## config.mk

```make
export PLATFORM = sky130hd
export DESIGN_NAME = hdmi_data_island_tx_flat
export DESIGN_NICKNAME = d
export VERILOG_FILES = /design/src/rtl/hdmi_di_pkg.sv /design/src/rtl/hdmi_data_island_tx_if.sv /design/src/rtl/hdmi_bch_lane.sv /design/src/rtl/hdmi_data_island_tx.sv /design/src/flat_wrapper.sv
export SDC_FILE = /design/constraint.sdc
export NUM_CORES = 2
export LEC_CHECK = 0
export CAP_MARGIN = 25
export CORE_ASPECT_RATIO = 1.25
export CORE_MARGIN = 3
export CORE_UTILIZATION = 62
export CTS_CLUSTER_DIAMETER = 60
export DETAILED_ROUTE_END_ITERATION = 8
export PLACE_DENSITY = 0.87
export SLEW_MARGIN = 15
export SYNTH_ARGS = -nofsm -noshare
export SYNTH_HDL_FRONTEND = slang
export SYNTH_SLANG_ARGS = --single-unit
```

## constraint.sdc

```tcl
create_clock -name i_pixclk -period 43.8 [get_ports i_pixclk]
set_clock_uncertainty 0.2 [all_clocks]
set_input_delay 8.76 -clock i_pixclk [delete_from_list [all_inputs] [get_ports i_pixclk]]
set_output_delay 8.76 -clock i_pixclk [all_outputs]
set_load 0.005 [all_outputs]
```

## src/rtl/hdmi_di_pkg.sv

```systemverilog
// Shared encodings, packet layout and BCH step for the HDMI data-island transmitter.
package hdmi_di_pkg;

  typedef enum logic [1:0] {
    MODE_CTRL  = 2'd0,
    MODE_PRE   = 2'd1,
    MODE_GUARD = 2'd2,
    MODE_DATA  = 2'd3
  } mode_e;

  typedef enum logic [2:0] {
    ST_IDLE,
    ST_WAIT,
    ST_PRE,
    ST_LGB,
    ST_PKT,
    ST_TGB
  } state_e;

  localparam int PREAMBLE_LEN = 8;
  localparam int GUARD_LEN    = 2;
  localparam int PKT_CYCLES   = 32;
  localparam int HDR_BITS     = 24;
  localparam int SUB_BITS     = 56;

  localparam logic [7:0] BCH_POLY = 8'hC1;

  typedef struct packed {
    logic [23:0]  header;
    logic [223:0] body;
  } pkt_t;

  // One serial step of the BCH(x^8+x^7+x^6+1) encoder.
  function automatic logic [7:0] bch_step(input logic [7:0] code, input logic bit_in);
    return {code[6:0], 1'b0} ^ ((code[7] ^ bit_in) ? BCH_POLY : 8'h00);
  endfunction

endpackage

```

## src/rtl/hdmi_data_island_tx_if.sv

```systemverilog
// Packet push bus between packet generators (master) and the data-island transmitter (slave).
interface hdmi_data_island_tx_if #(
  parameter int DEPTH = 8
);
  logic                   pkt_valid;
  logic [23:0]            pkt_header;
  logic [223:0]           pkt_body;
  logic                   pkt_ready;
  logic [$clog2(DEPTH):0] level;

  modport master (
    output pkt_valid, pkt_header, pkt_body,
    input  pkt_ready, level
  );

  modport slave (
    input  pkt_valid, pkt_header, pkt_body,
    output pkt_ready, level
  );
endinterface

```

## src/rtl/hdmi_bch_lane.sv

```systemverilog
// One BCH ECC lane: passes data bits through while accumulating parity, then shifts parity out MSB first.
module hdmi_bch_lane #(
  parameter int BITS_PER_CYCLE = 1
) (
  input  logic                      clk,
  input  logic                      en,
  input  logic                      first,
  input  logic                      par,
  input  logic [BITS_PER_CYCLE-1:0] din,
  output logic [BITS_PER_CYCLE-1:0] dout
);
  import hdmi_di_pkg::*;

  logic [7:0] code;
  logic [7:0] base;
  logic [7:0] code_nx;

  // The register restarts from zero on the first cycle of every packet, so it needs no reset.
  always_comb begin
    base    = first ? 8'h00 : code;
    code_nx = base;
    dout    = din;
    if (par) begin
      code_nx = base << BITS_PER_CYCLE;
      for (int i = 0; i < BITS_PER_CYCLE; i++) dout[i] = base[7-i];
    end else begin
      for (int i = 0; i < BITS_PER_CYCLE; i++) code_nx = bch_step(code_nx, din[i]);
    end
  end

  always_ff @(posedge clk) begin
    if (en) code <= code_nx;
  end

endmodule

```

## src/rtl/hdmi_data_island_tx.sv

```systemverilog
// HDMI data-island transmitter: packet FIFO, island sequencer and TERC4 nibble generation with BCH ECC.
module hdmi_data_island_tx #(
  parameter int DEPTH         = 8,
  parameter int MAX_PKTS      = 4,
  parameter int ISLAND_OFFSET = 12
) (
  input  logic                       i_pixclk,
  input  logic                       i_reset,
  input  logic                       i_hSync,
  input  logic                       i_vSync,
  input  logic                       i_blank,
  hdmi_data_island_tx_if.slave       pkt,
  output logic [3:0]                 o_d0,
  output logic [3:0]                 o_d1,
  output logic [3:0]                 o_d2,
  output logic [1:0]                 o_mode,
  output logic                       o_busy
);
  import hdmi_di_pkg::*;

  localparam int AW    = $clog2(DEPTH);
  localparam int LW    = AW + 1;
  localparam int CNT_W = ($clog2(ISLAND_OFFSET) > 5) ? $clog2(ISLAND_OFFSET) : 5;

  pkt_t             mem [DEPTH];
  pkt_t             head;
  logic [AW-1:0]    wr_ptr, rd_ptr;
  logic [LW-1:0]    count, count_nx;
  logic             ready;
  logic             push, pop;

  state_e           state, state_nx;
  logic [CNT_W-1:0] cnt, cnt_nx;
  logic [4:0]       pidx, pidx_nx;
  logic [4:0]       npk, npk_nx;
  logic             blank_q;
  logic             abort;

  logic [4:0]       c;
  logic             emit, first_c, hdr_par, sub_par;
  logic [31:0]      hdr_pad;
  logic             hdr_out;
  logic [1:0]       sub_out [4];

  mode_e            mode_nx;
  logic [3:0]       d0_nx, d1_nx, d2_nx;

  assign push          = pkt.pkt_valid && ready;
  assign count_nx      = count + LW'(push) - LW'(pop);
  assign head          = mem[rd_ptr];
  assign pkt.pkt_ready = ready;
  assign pkt.level     = count;

  always_ff @(posedge i_pixclk) begin
    if (push) begin
      mem[wr_ptr].header <= pkt.pkt_header;
      mem[wr_ptr].body   <= pkt.pkt_body;
    end
  end

  always_ff @(posedge i_pixclk) begin
    if (i_reset) begin
      wr_ptr <= '0;
      rd_ptr <= '0;
      count  <= '0;
      ready  <= 1'b0;
    end else begin
      if (push) wr_ptr <= wr_ptr + AW'(1);
      if (pop)  rd_ptr <= rd_ptr + AW'(1);
      count <= count_nx;
      ready <= (count_nx != LW'(DEPTH));
    end
  end

  always_ff @(posedge i_pixclk) begin
    if (i_reset) begin
      state   <= ST_IDLE;
      cnt     <= '0;
      pidx    <= '0;
      npk     <= '0;
      blank_q <= 1'b0;
    end else begin
      state   <= state_nx;
      cnt     <= cnt_nx;
      pidx    <= pidx_nx;
      npk     <= npk_nx;
      blank_q <= i_blank;
    end
  end

  always_comb begin
    state_nx = state;
    cnt_nx   = cnt;
    pidx_nx  = pidx;
    npk_nx   = npk;
    abort    = 1'b0;
    case (state)
      ST_IDLE: begin
        if (i_blank && !blank_q) begin
          state_nx = ST_WAIT;
          cnt_nx   = '0;
        end
      end
      ST_WAIT: begin
        if (cnt == CNT_W'(ISLAND_OFFSET - 2)) begin
          cnt_nx = '0;
          if (count == '0) begin
            state_nx = ST_IDLE;
          end else begin
            state_nx = ST_PRE;
            npk_nx   = (int'(count) >= MAX_PKTS) ? 5'(MAX_PKTS) : 5'(count);
          end
        end else begin
          cnt_nx = cnt + CNT_W'(1);
        end
      end
      ST_PRE: begin
        if (cnt == CNT_W'(PREAMBLE_LEN - 1)) begin
          state_nx = ST_LGB;
          cnt_nx   = '0;
        end else cnt_nx = cnt + CNT_W'(1);
      end
      ST_LGB: begin
        if (cnt == CNT_W'(GUARD_LEN - 1)) begin
          state_nx = ST_PKT;
          cnt_nx   = '0;
          pidx_nx  = '0;
        end else cnt_nx = cnt + CNT_W'(1);
      end
      ST_PKT: begin
        if (cnt == CNT_W'(PKT_CYCLES - 1)) begin
          cnt_nx = '0;
          if (pidx + 5'd1 == npk) state_nx = ST_TGB;
          else                    pidx_nx  = pidx + 5'd1;
        end else cnt_nx = cnt + CNT_W'(1);
      end
      ST_TGB: begin
        if (cnt == CNT_W'(GUARD_LEN - 1)) begin
          state_nx = ST_IDLE;
          cnt_nx   = '0;
        end else cnt_nx = cnt + CNT_W'(1);
      end
      default: begin
        state_nx = ST_IDLE;
        cnt_nx   = '0;
      end
    endcase
    // Losing blank mid-island drops everything; the unpopped head goes out again next line.
    if (state != ST_IDLE && !i_blank) begin
      state_nx = ST_IDLE;
      cnt_nx   = '0;
      abort    = 1'b1;
    end
  end

  // Outputs are built from the next state so they line up with the state register.
  assign c       = cnt_nx[4:0];
  assign emit    = (state_nx == ST_PKT);
  assign first_c = (c == 5'd0);
  assign hdr_par = (c >= 5'(HDR_BITS));
  assign sub_par = (c >= 5'(SUB_BITS / 2));
  assign pop     = emit && (c == 5'(PKT_CYCLES - 1));
  assign hdr_pad = {8'h00, head.header};

  hdmi_bch_lane #(.BITS_PER_CYCLE(1)) u_hdr_lane (
    .clk   (i_pixclk),
    .en    (emit),
    .first (first_c),
    .par   (hdr_par),
    .din   (hdr_pad[c]),
    .dout  (hdr_out)
  );

  for (genvar k = 0; k < 4; k++) begin : g_sub
    logic [63:0] sub_pad;
    assign sub_pad = {8'h00, head.body[SUB_BITS*k +: SUB_BITS]};
    hdmi_bch_lane #(.BITS_PER_CYCLE(2)) u_sub_lane (
      .clk   (i_pixclk),
      .en    (emit),
      .first (first_c),
      .par   (sub_par),
      .din   (sub_pad[{c, 1'b0} +: 2]),
      .dout  (sub_out[k])
    );
  end

  always_comb begin
    mode_nx = MODE_CTRL;
    d0_nx   = {2'b00, i_vSync, i_hSync};
    d1_nx   = 4'h0;
    d2_nx   = 4'h0;
    case (state_nx)
      ST_PRE: mode_nx = MODE_PRE;
      ST_LGB, ST_TGB: begin
        mode_nx = MODE_GUARD;
        d0_nx   = {2'b11, i_vSync, i_hSync};
      end
      ST_PKT: begin
        mode_nx = MODE_DATA;
        d0_nx   = {!(first_c && pidx_nx == 5'd0), hdr_out, i_vSync, i_hSync};
        d1_nx   = {sub_out[3][0], sub_out[2][0], sub_out[1][0], sub_out[0][0]};
        d2_nx   = {sub_out[3][1], sub_out[2][1], sub_out[1][1], sub_out[0][1]};
      end
      default: ;
    endcase
    if (abort) d0_nx = 4'h0;
  end

  always_ff @(posedge i_pixclk) begin
    if (i_reset) begin
      o_mode <= MODE_CTRL;
      o_d0   <= 4'h0;
      o_d1   <= 4'h0;
      o_d2   <= 4'h0;
      o_busy <= 1'b0;
    end else begin
      o_mode <= mode_nx;
      o_d0   <= d0_nx;
      o_d1   <= d1_nx;
      o_d2   <= d2_nx;
      o_busy <= (state_nx != ST_IDLE);
    end
  end

endmodule
```

## src/flat_wrapper.sv

```systemverilog
// flat-port wrapper written by rule: the top's interface ports become plain ports
module hdmi_data_island_tx_flat import hdmi_di_pkg::*;
#(
  parameter int DEPTH         = 8,
  parameter int MAX_PKTS      = 4,
  parameter int ISLAND_OFFSET = 12
)
  (i_pixclk, i_reset, i_hSync, i_vSync, i_blank, o_d0, o_d1, o_d2, o_mode, o_busy, pkt_pkt_valid, pkt_pkt_header, pkt_pkt_body, pkt_pkt_ready, pkt_level);
  hdmi_data_island_tx_if #(.DEPTH(DEPTH)) pkt_i ();
  input  logic i_pixclk;
  input  logic i_reset;
  input  logic i_hSync;
  input  logic i_vSync;
  input  logic i_blank;
  output logic [3:0] o_d0;
  output logic [3:0] o_d1;
  output logic [3:0] o_d2;
  output logic [1:0] o_mode;
  output logic o_busy;
  input wire logic [$bits(pkt_i.pkt_valid)-1:0] pkt_pkt_valid;
  input wire logic [$bits(pkt_i.pkt_header)-1:0] pkt_pkt_header;
  input wire logic [$bits(pkt_i.pkt_body)-1:0] pkt_pkt_body;
  output wire logic [$bits(pkt_i.pkt_ready)-1:0] pkt_pkt_ready;
  output wire logic [$bits(pkt_i.level)-1:0] pkt_level;
  assign pkt_i.pkt_valid = pkt_pkt_valid;
  assign pkt_i.pkt_header = pkt_pkt_header;
  assign pkt_i.pkt_body = pkt_pkt_body;
  assign pkt_pkt_ready = pkt_i.pkt_ready;
  assign pkt_level = pkt_i.level;
  hdmi_data_island_tx #(.DEPTH(DEPTH), .MAX_PKTS(MAX_PKTS), .ISLAND_OFFSET(ISLAND_OFFSET)) u_core (.i_pixclk(i_pixclk), .i_reset(i_reset), .i_hSync(i_hSync), .i_vSync(i_vSync), .i_blank(i_blank), .pkt(pkt_i), .o_d0(o_d0), .o_d1(o_d1), .o_d2(o_d2), .o_mode(o_mode), .o_busy(o_busy));
endmodule
```

Word-level counts from Yosys, hierarchy flattened
Memory sizes are Yosys's and may differ from the RTL's. A register that Yosys moved wholly into a read port is not among the register bits.
Index checks and enable logic that the tools add are counted.
{"block": "totals", "inputBits": 254, "out_inout_bits": 20, "ramBits": 1984, "register_bits": 85, "mem_count": 1}
{"name": "u_core.mem", "words": 8, "width": 248, "rd": 1, "rd_ports_with_merged_regs": 1, "write_ports": 1, "line_no": "hdmi_data_island_tx.sv:25", "text": "pkt_t mem [DEPTH];"}
{"block": "classes", "n_lt_le_gt_ge": 4, "muxes": 55, "n_reduce_logical": 19, "n_shift": 4, "bitwise": 20, "eq_ne": 16, "n_addsub": 6}
{"operator": "$shiftx 64x7->2", "n": 4}
{"operator": "$mux 8", "n": 19}
{"operator": "$xor 8x8->8", "n": 9}
{"operator": "$mux 5", "n": 9}
{"operator": "$mux 3", "n": 10}
{"operator": "$pmux 5 s5", "n": 1}
{"operator": "$pmux 3 s6", "n": 1}
{"operator": "$eq 3x2->1 const B", "n": 4}
{"operator": "$eq 3x3->1 const B", "n": 4}
{"operator": "$add 5x1->5 const B", "n": 2}
{"operator": "$eq 5x5->1 const B", "n": 2}
{"operator": "$ge 5x5->1 const B", "n": 2}
{"operator": "$logic_not 5->1", "n": 2}
{"operator": "$mux 2", "n": 5}
{"operator": "$pmux 5 s2", "n": 1}
{"operator": "$xor 1x1->1", "n": 9}
{"operator": "$pmux 4 s2", "n": 1}
{"operator": "$reduce_or 2->1", "n": 4}
{"operator": "$add 3x1->3 const B", "n": 2}
{"operator": "$lt 5x6->1 const B", "n": 1}
{"operator": "$pmux 2 s3", "n": 1}
{"operator": "$reduce_bool 3->1", "n": 2}
{"operator": "$bmux 1 s5", "n": 1}
{"operator": "$eq 5x1->1 const B", "n": 1}
{"operator": "other kinds (16)", "n": 27}

Logic depth before layout (Yosys ltp)
{"block": "depth", "word_depth": 14, "mapped_depth": 19, "ltp_nobuf": 17}

By module
A second synthesis with hierarchy kept.
{"block": "hier_totals", "hier_cells": 3466, "hier_area_um2": 79726.5}
{"mod": "hdmi_data_island_tx", "instances": 1, "seq_area_each_um2": 60518.0, "area_each_um2": 77684.5, "cells_per_inst": 3297}
{"mod": "hdmi_bch_lane (u_core.g_sub[0].u_sub_lane ...)", "instances": 4, "seq_area_each_um2": 240.2, "area_each_um2": 406.6, "cells_per_inst": 34}
{"mod": "hdmi_bch_lane (u_core.u_hdr_lane)", "instances": 1, "seq_area_each_um2": 240.2, "area_each_um2": 415.4, "cells_per_inst": 33}

Least setup slack after synthesis
No wires, ideal clock.
{"block": "synth_path", "path_kind": "input to register", "startpoint": "input port pkt_pkt_valid", "endpoint": "memory u_core.mem[0][0] (netlist name), enable pin", "setup_slack_ps": 16597, "arrival_ps": 25841, "required_time_ps": 42439, "path_stages": 3, "cell_sequence": "nand2_1 -> or2_2 -> nor3_1"}
{"block": "synth_via", "elab_chain_cells": 3}
{"item": "start, declared", "line_no": "flat_wrapper.sv:20", "text": "input wire logic [$bits(pkt_i.pkt_valid)-1:0] pkt_pkt_valid;"}
{"item": "$logic_and 1x1->1", "line_no": "hdmi_data_island_tx.sv:48", "text": "assign push = pkt.pkt_valid && ready;"}
{"item": "$mux 1", "line_no": "hdmi_data_island_tx.sv:55", "text": "if (push) begin"}
{"item": "$mux 1 (implied by the code)", "line_no": "hdmi_data_island_tx.sv:57", "text": "mem[wr_ptr].body <= pkt.pkt_body;"}
{"item": "end, declared", "line_no": "hdmi_data_island_tx.sv:25"}
Every way passes these cells.

Final worst setup path
{"block": "layout_path", "startpoint": "input port i_blank", "endpoint": "register u_core.g_sub[3].u_sub_lane.code[6], data pin"}
{"block": "layout_via", "elab_chain_cells": 13, "word_cells_on_any_way": 17, "cone_classes": "order compare (1); shift (1); mux (7); bitwise (4); reduce/logical (4)"}
{"item": "start, declared", "line_no": "flat_wrapper.sv:14", "text": "input logic i_blank;"}
{"item": "$logic_and 1x1->1", "line_no": "hdmi_data_island_tx.sv:99", "text": "if (i_blank && !blank_q) begin"}
{"item": "$mux 5", "line_no": "hdmi_data_island_tx.sv:99"}
{"item": "$pmux 5 s5", "line_no": "hdmi_data_island_tx.sv:97", "text": "case (state)"}
{"item": "$mux 5 *", "line_no": "hdmi_data_island_tx.sv:149", "text": "if (state != ST_IDLE && !i_blank) begin"}
{"item": "parallel branches: the longest is 8 deep, another holds $shiftx 64x7->2"}
{"item": "$mux 8 *", "line_no": "hdmi_bch_lane.sv:23", "text": "if (par) begin"}
{"item": "net u_core.g_sub[3].u_sub_lane.code_nx[6]", "line_no": "hdmi_bch_lane.sv:16", "text": "logic [7:0] code_nx;"}
{"item": "end signal, assigned", "line_no": "hdmi_bch_lane.sv:32", "text": "if (en) code <= code_nx;"}
{"item": "end, declared", "line_no": "hdmi_bch_lane.sv:14", "text": "logic [7:0] code;"}
Mark *: on every way through the listed nets, which the timed path passes.
A chain may end at the register's enable or synchronous reset.

==> reports/qor.txt <==
Highest ir drop seen on vdd = 0.0402 mV
Failing checks = DRC
Hold Path Depth = 2
Max-cap violations = 0
Final #Nets = 4,171
Post-CTS setup buffers = 0
Number of top-level pins = 274
Most frequent standard cell in the layout excluding fill and tap cells = sky130_fd_sc_hd__edfxtp_1
Minimum clock period after layout = 15.05 ns
Category of the most critical setup path = input port to flop
Adder-cell area share of the yosys netlist = 0.00212
Post-Syn Area = 80,100 um^2
Share of layout cells above drive strength 1 = 0.245
Sequential element share of the synthesized area = 0.770
Number of vias in the routed layout = 44,096
Count of instances resized after the clock tree is built = 0
Initial antenna violation count = 57
Syn_area_per_cell = 22.6 um^2
Antenna-violating nets left = 0
Final worst path period share = 0.344
Worst slack after detailed placement = 29.09 ns
Footprint of the multi-input gates = 17,600 um^2
Critical path peak fanout = 96
P&R area growth vs syn = 14.2%
Std-Cell Core Area = 128,000 um^2
Insertion delay to the later sink of the worst-skew pair = 0.82 ns
Post-synthesis net count = 3,811
Post-synthesis sequential element count = 2,071
Number of hold buffers added after CTS = 0
Pre-antenna DRT Iters = 9
Average wire per cell in the routed design = 41.3 um
Final WS setup = 28.75 ns
Critical register-to-register path startpoint = u_core.cnt[0]$_SDFF_PP0_
Worst rel slew slack = 0.142
Worst Hold End = u_core.npk[3]$_SDFFE_PP0P_
Initial DRC count = 7,570
Final Wtd Congestion = 0.868
Most used DFF post-synth = sky130_fd_sc_hd__edfxtp_1
Total clock sinks = 2,071
Syn Inst Count = 3,544
Static Leakage = 27.9 nW
Max Root-Sink Buffers = 3
Die Outline Area = 134,000 um^2
Area taken by flip-flops and latches = 61,700 um^2
Class of the tightest hold or removal check = flop to flop
Outcome = complete, but fails checks
Post-Synth XOR/XNOR Area = 0.00342
Yosys Warn Count = 0
Total count of max-transition violations in the final report = 0
Die Wd = 328 um
Flop2flop setup slack = 35.75 ns
Portion of netlist area occupied by mux cells = 0.169
Power density normalized to cell area = 46.7 nW/um^2
Via count of the first global-routing pass = 42,660
Post-Synth Simple-Gate Area = 0.0204
Yosys cell types = 72
Number of cells on the worst reg-to-reg path = 13
Port Buf Inserts = 273
Peak clock frequency supported by timing = 66.5 MHz
Total congestion overflow after global routing = 0
Dominant combinational cell family by area after synthesis = multiplexers
# DRC = 1
CTS H-Tree Depth = 4
Starting Density = 0.628
Clock slew seen by the registers of the worst setup and hold paths = 0.07 ns
Largest net degree at the start of global routing = 140
CTS Buf Count = 186
Total of endpoints with negative setup slack in the final report = 0
Reg-to-reg critical path endpoint = u_core.g_sub[3].u_sub_lane.code[6]$_DFFE_PP_
Required time at the worst-slack endpoint = 44.31 ns
Post-Route Setup TNS = 0 ns
GRT Resource Usage Total = 0.347
Leading cell types in the layout, fill and taps excluded = sky130_fd_sc_hd__edfxtp_1 (2,024), sky130_fd_sc_hd__mux4_2 (572), sky130_fd_sc_hd__clkdlybuf4s50_1 (273), sky130_fd_sc_hd__clkbuf_16 (189), sky130_fd_sc_hd__nand2_1 (75)
Async set-or-reset flop fraction in the synthesized netlist = 0
Ratio of routed vias to standard cells = 7.58
Critical Path Start Type = input port
First-pass GRT wire length = 325,000 um
Min-Delay Startpoint = u_core.npk[3]$_SDFFE_PP0P_
Unrepaired setup endpoints after global routing = false
Worst Setup End Kind = flop
Count of standard-cell rows = 146
CTS tree = yes
Clk Tree Root Cell = sky130_fd_sc_hd__clkbuf_16
Arrival @ worst endpoint = 15.56 ns
Final-report hold violation count = 0
Die extent in y = 408 um
Post-synth EDFFs = 2,024
Detailed Place HPWL = 119,000 um
Actual transition at the worst max-transition pin = 1.29 ns
Number of inserted filler cells in the final layout = 6,629
Routed wire length = 240,000 um
Compound-cell area share of the yosys netlist = 0.0228
## synth_stat cells, types with 5 or more instances
| cell type | n | share of area |
|---|---|---|
| sky130_fd_sc_hd__nand2b_1 | 10 | 0.00078 |
| sky130_fd_sc_hd__mux2_1 | 6 | 0.00084 |
| sky130_fd_sc_hd__buf_6 | 9 | 0.0013 |
| sky130_fd_sc_hd__dfxtp_1 | 47 | 0.012 |
| sky130_fd_sc_hd__ha_1 | 12 | 0.0019 |
| sky130_fd_sc_hd__and2_1 | 39 | 0.0030 |
| sky130_fd_sc_hd__o22ai_1 | 6 | 0.00047 |
| sky130_fd_sc_hd__o22ai_2 | 5 | 0.00078 |
| sky130_fd_sc_hd__inv_1 | 24 | 0.0011 |
| sky130_fd_sc_hd__a211o_1 | 10 | 0.0011 |
| sky130_fd_sc_hd__and3_1 | 13 | 0.0010 |
| sky130_fd_sc_hd__xnor2_1 | 12 | 0.0013 |
| sky130_fd_sc_hd__mux2_2 | 18 | 0.0025 |
| sky130_fd_sc_hd__clkbuf_1 | 118 | 0.0055 |
| sky130_fd_sc_hd__mux2i_1 | 37 | 0.0046 |
| sky130_fd_sc_hd__buf_2 | 41 | 0.0026 |
| sky130_fd_sc_hd__nor3_1 | 23 | 0.0014 |
| sky130_fd_sc_hd__nand4_1 | 13 | 0.0010 |
| sky130_fd_sc_hd__edfxtp_1 | 2024 | 0.76 |
| sky130_fd_sc_hd__o22a_1 | 7 | 0.00077 |
| sky130_fd_sc_hd__a21boi_0 | 8 | 0.00075 |
| sky130_fd_sc_hd__mux4_2 | 572 | 0.16 |
| sky130_fd_sc_hd__nor4_1 | 6 | 0.00047 |
| sky130_fd_sc_hd__a211oi_1 | 28 | 0.0026 |
| sky130_fd_sc_hd__buf_1 | 15 | 0.00070 |
| sky130_fd_sc_hd__a2111oi_0 | 11 | 0.0012 |
| sky130_fd_sc_hd__nand3_1 | 57 | 0.0036 |
| sky130_fd_sc_hd__a21oi_1 | 67 | 0.0042 |
| sky130_fd_sc_hd__o21ai_0 | 34 | 0.0021 |
| sky130_fd_sc_hd__o31ai_1 | 6 | 0.00056 |
| sky130_fd_sc_hd__xor2_1 | 9 | 0.00098 |
| sky130_fd_sc_hd__nor2_1 | 68 | 0.0032 |
| sky130_fd_sc_hd__a311oi_1 | 9 | 0.00098 |
| sky130_fd_sc_hd__or3_1 | 7 | 0.00055 |
| sky130_fd_sc_hd__o21ai_1 | 11 | 0.00069 |
| sky130_fd_sc_hd__a22oi_1 | 10 | 0.00094 |
| sky130_fd_sc_hd__o211ai_1 | 8 | 0.00075 |
| sky130_fd_sc_hd__a21o_1 | 7 | 0.00066 |
| sky130_fd_sc_hd__nand2_1 | 77 | 0.0036 |
## through the flow
stage,instances,hold slack (ns),utilization,power (mW),area (um^2)
3_5_place_dp,5410,0.285,0.667,2.59,85000
5_1_grt,5794,0.320,0.717,4.35,91400
3_3_place_gp,5410,0.275,0.667,2.57,85000
2_1_floorplan,3544,0.258,-,2.49,80100
6_report,5821,0.289,0.717,4.27,91500
4_1_cts,5754,0.295,0.715,4.24,91200
## final cells by class
cell class | instances | area share
repair buffers | 361 | 0.0393
well taps | 1702 | 0.0233
multi-input cells | 1260 | 0.192
flip-flops and latches | 2071 | 0.675
diodes | 59 | 0.00161
clock buffers | 231 | 0.0541
inverters | 24 | 0.000985
clock inverters | 113 | 0.0137
## flip-flops by register name (all words and copies together) (netlist names), named ones only
register and flops:
u_core.g_sub.u_sub_lane.code 32, u_core.npk 4, u_core.pidx 5, u_core.pkt.level 4
u_core.rd_ptr 3, u_core.o_mode 2, u_core.o_busy 1, u_core.mem 1984
u_core.o_d1 4, u_core.u_hdr_lane.code 8, u_core.o_d0 4, u_core.blank_q 1
u_core.pkt.pkt_ready 1, u_core.o_d2 4, u_core.state 3, u_core.cnt 5
u_core.wr_ptr 3
## worst max-delay path, stage by stage
cell and delay [ns]:
sky130_fd_sc_hd__clkdlybuf4s50_1 0.54, sky130_fd_sc_hd__o21ba_1 0.19, sky130_fd_sc_hd__o22a_1 0.33, sky130_fd_sc_hd__a21oi_4 0.17
sky130_fd_sc_hd__buf_4 0.61, sky130_fd_sc_hd__nand2_4 0.57, sky130_fd_sc_hd__buf_12 0.46, sky130_fd_sc_hd__mux2_2 0.44
sky130_fd_sc_hd__a2111oi_1 0.81, sky130_fd_sc_hd__a311oi_1 0.19, sky130_fd_sc_hd__o22ai_2 0.34, sky130_fd_sc_hd__xnor3_1 0.57
sky130_fd_sc_hd__o31ai_1 1.01, sky130_fd_sc_hd__a211o_1 0.30
## power breakdown
group | internal, mW | switching, mW
clock | 0.932 | 0.756
combinational | 0.121 | 0.193
sequential | 2.24 | 0.0241
total | 3.30 | 0.973
## how the worst max path moves through the flow
stage                                              endpoint           from
2_1_floorplan                    u_core.mem[0][0]$_DFFE_PP_  pkt_pkt_valid
3_3_place_gp   u_core.g_sub[2].u_sub_lane.code[6]$_DFFE_PP_        i_blank
3_5_place_dp   u_core.g_sub[2].u_sub_lane.code[6]$_DFFE_PP_        i_blank
4_1_cts        u_core.g_sub[3].u_sub_lane.code[6]$_DFFE_PP_        i_blank
5_1_grt        u_core.g_sub[3].u_sub_lane.code[6]$_DFFE_PP_        i_blank
6_report       u_core.g_sub[3].u_sub_lane.code[6]$_DFFE_PP_        i_blank
## logic make-up after synthesis
family	after synthesis
xor gates and xnor gates	25
AOI/OAI and AO/OA	261
muxes	633
and+or+nand+nor	328
adders and majority gates	13
DFF	2071
buffers and inverters	213
## metal layers
layer	vias to the layer above	global-route usage	wire length [um]
met1	22301	0.426	71900
met4	24	0.196	19300
met2	4743	0.556	118000
met3	1122	0.106	31400
met5	-	0.000362	159
li1	15906	-	-
Power figures use the tool's default switching activity.
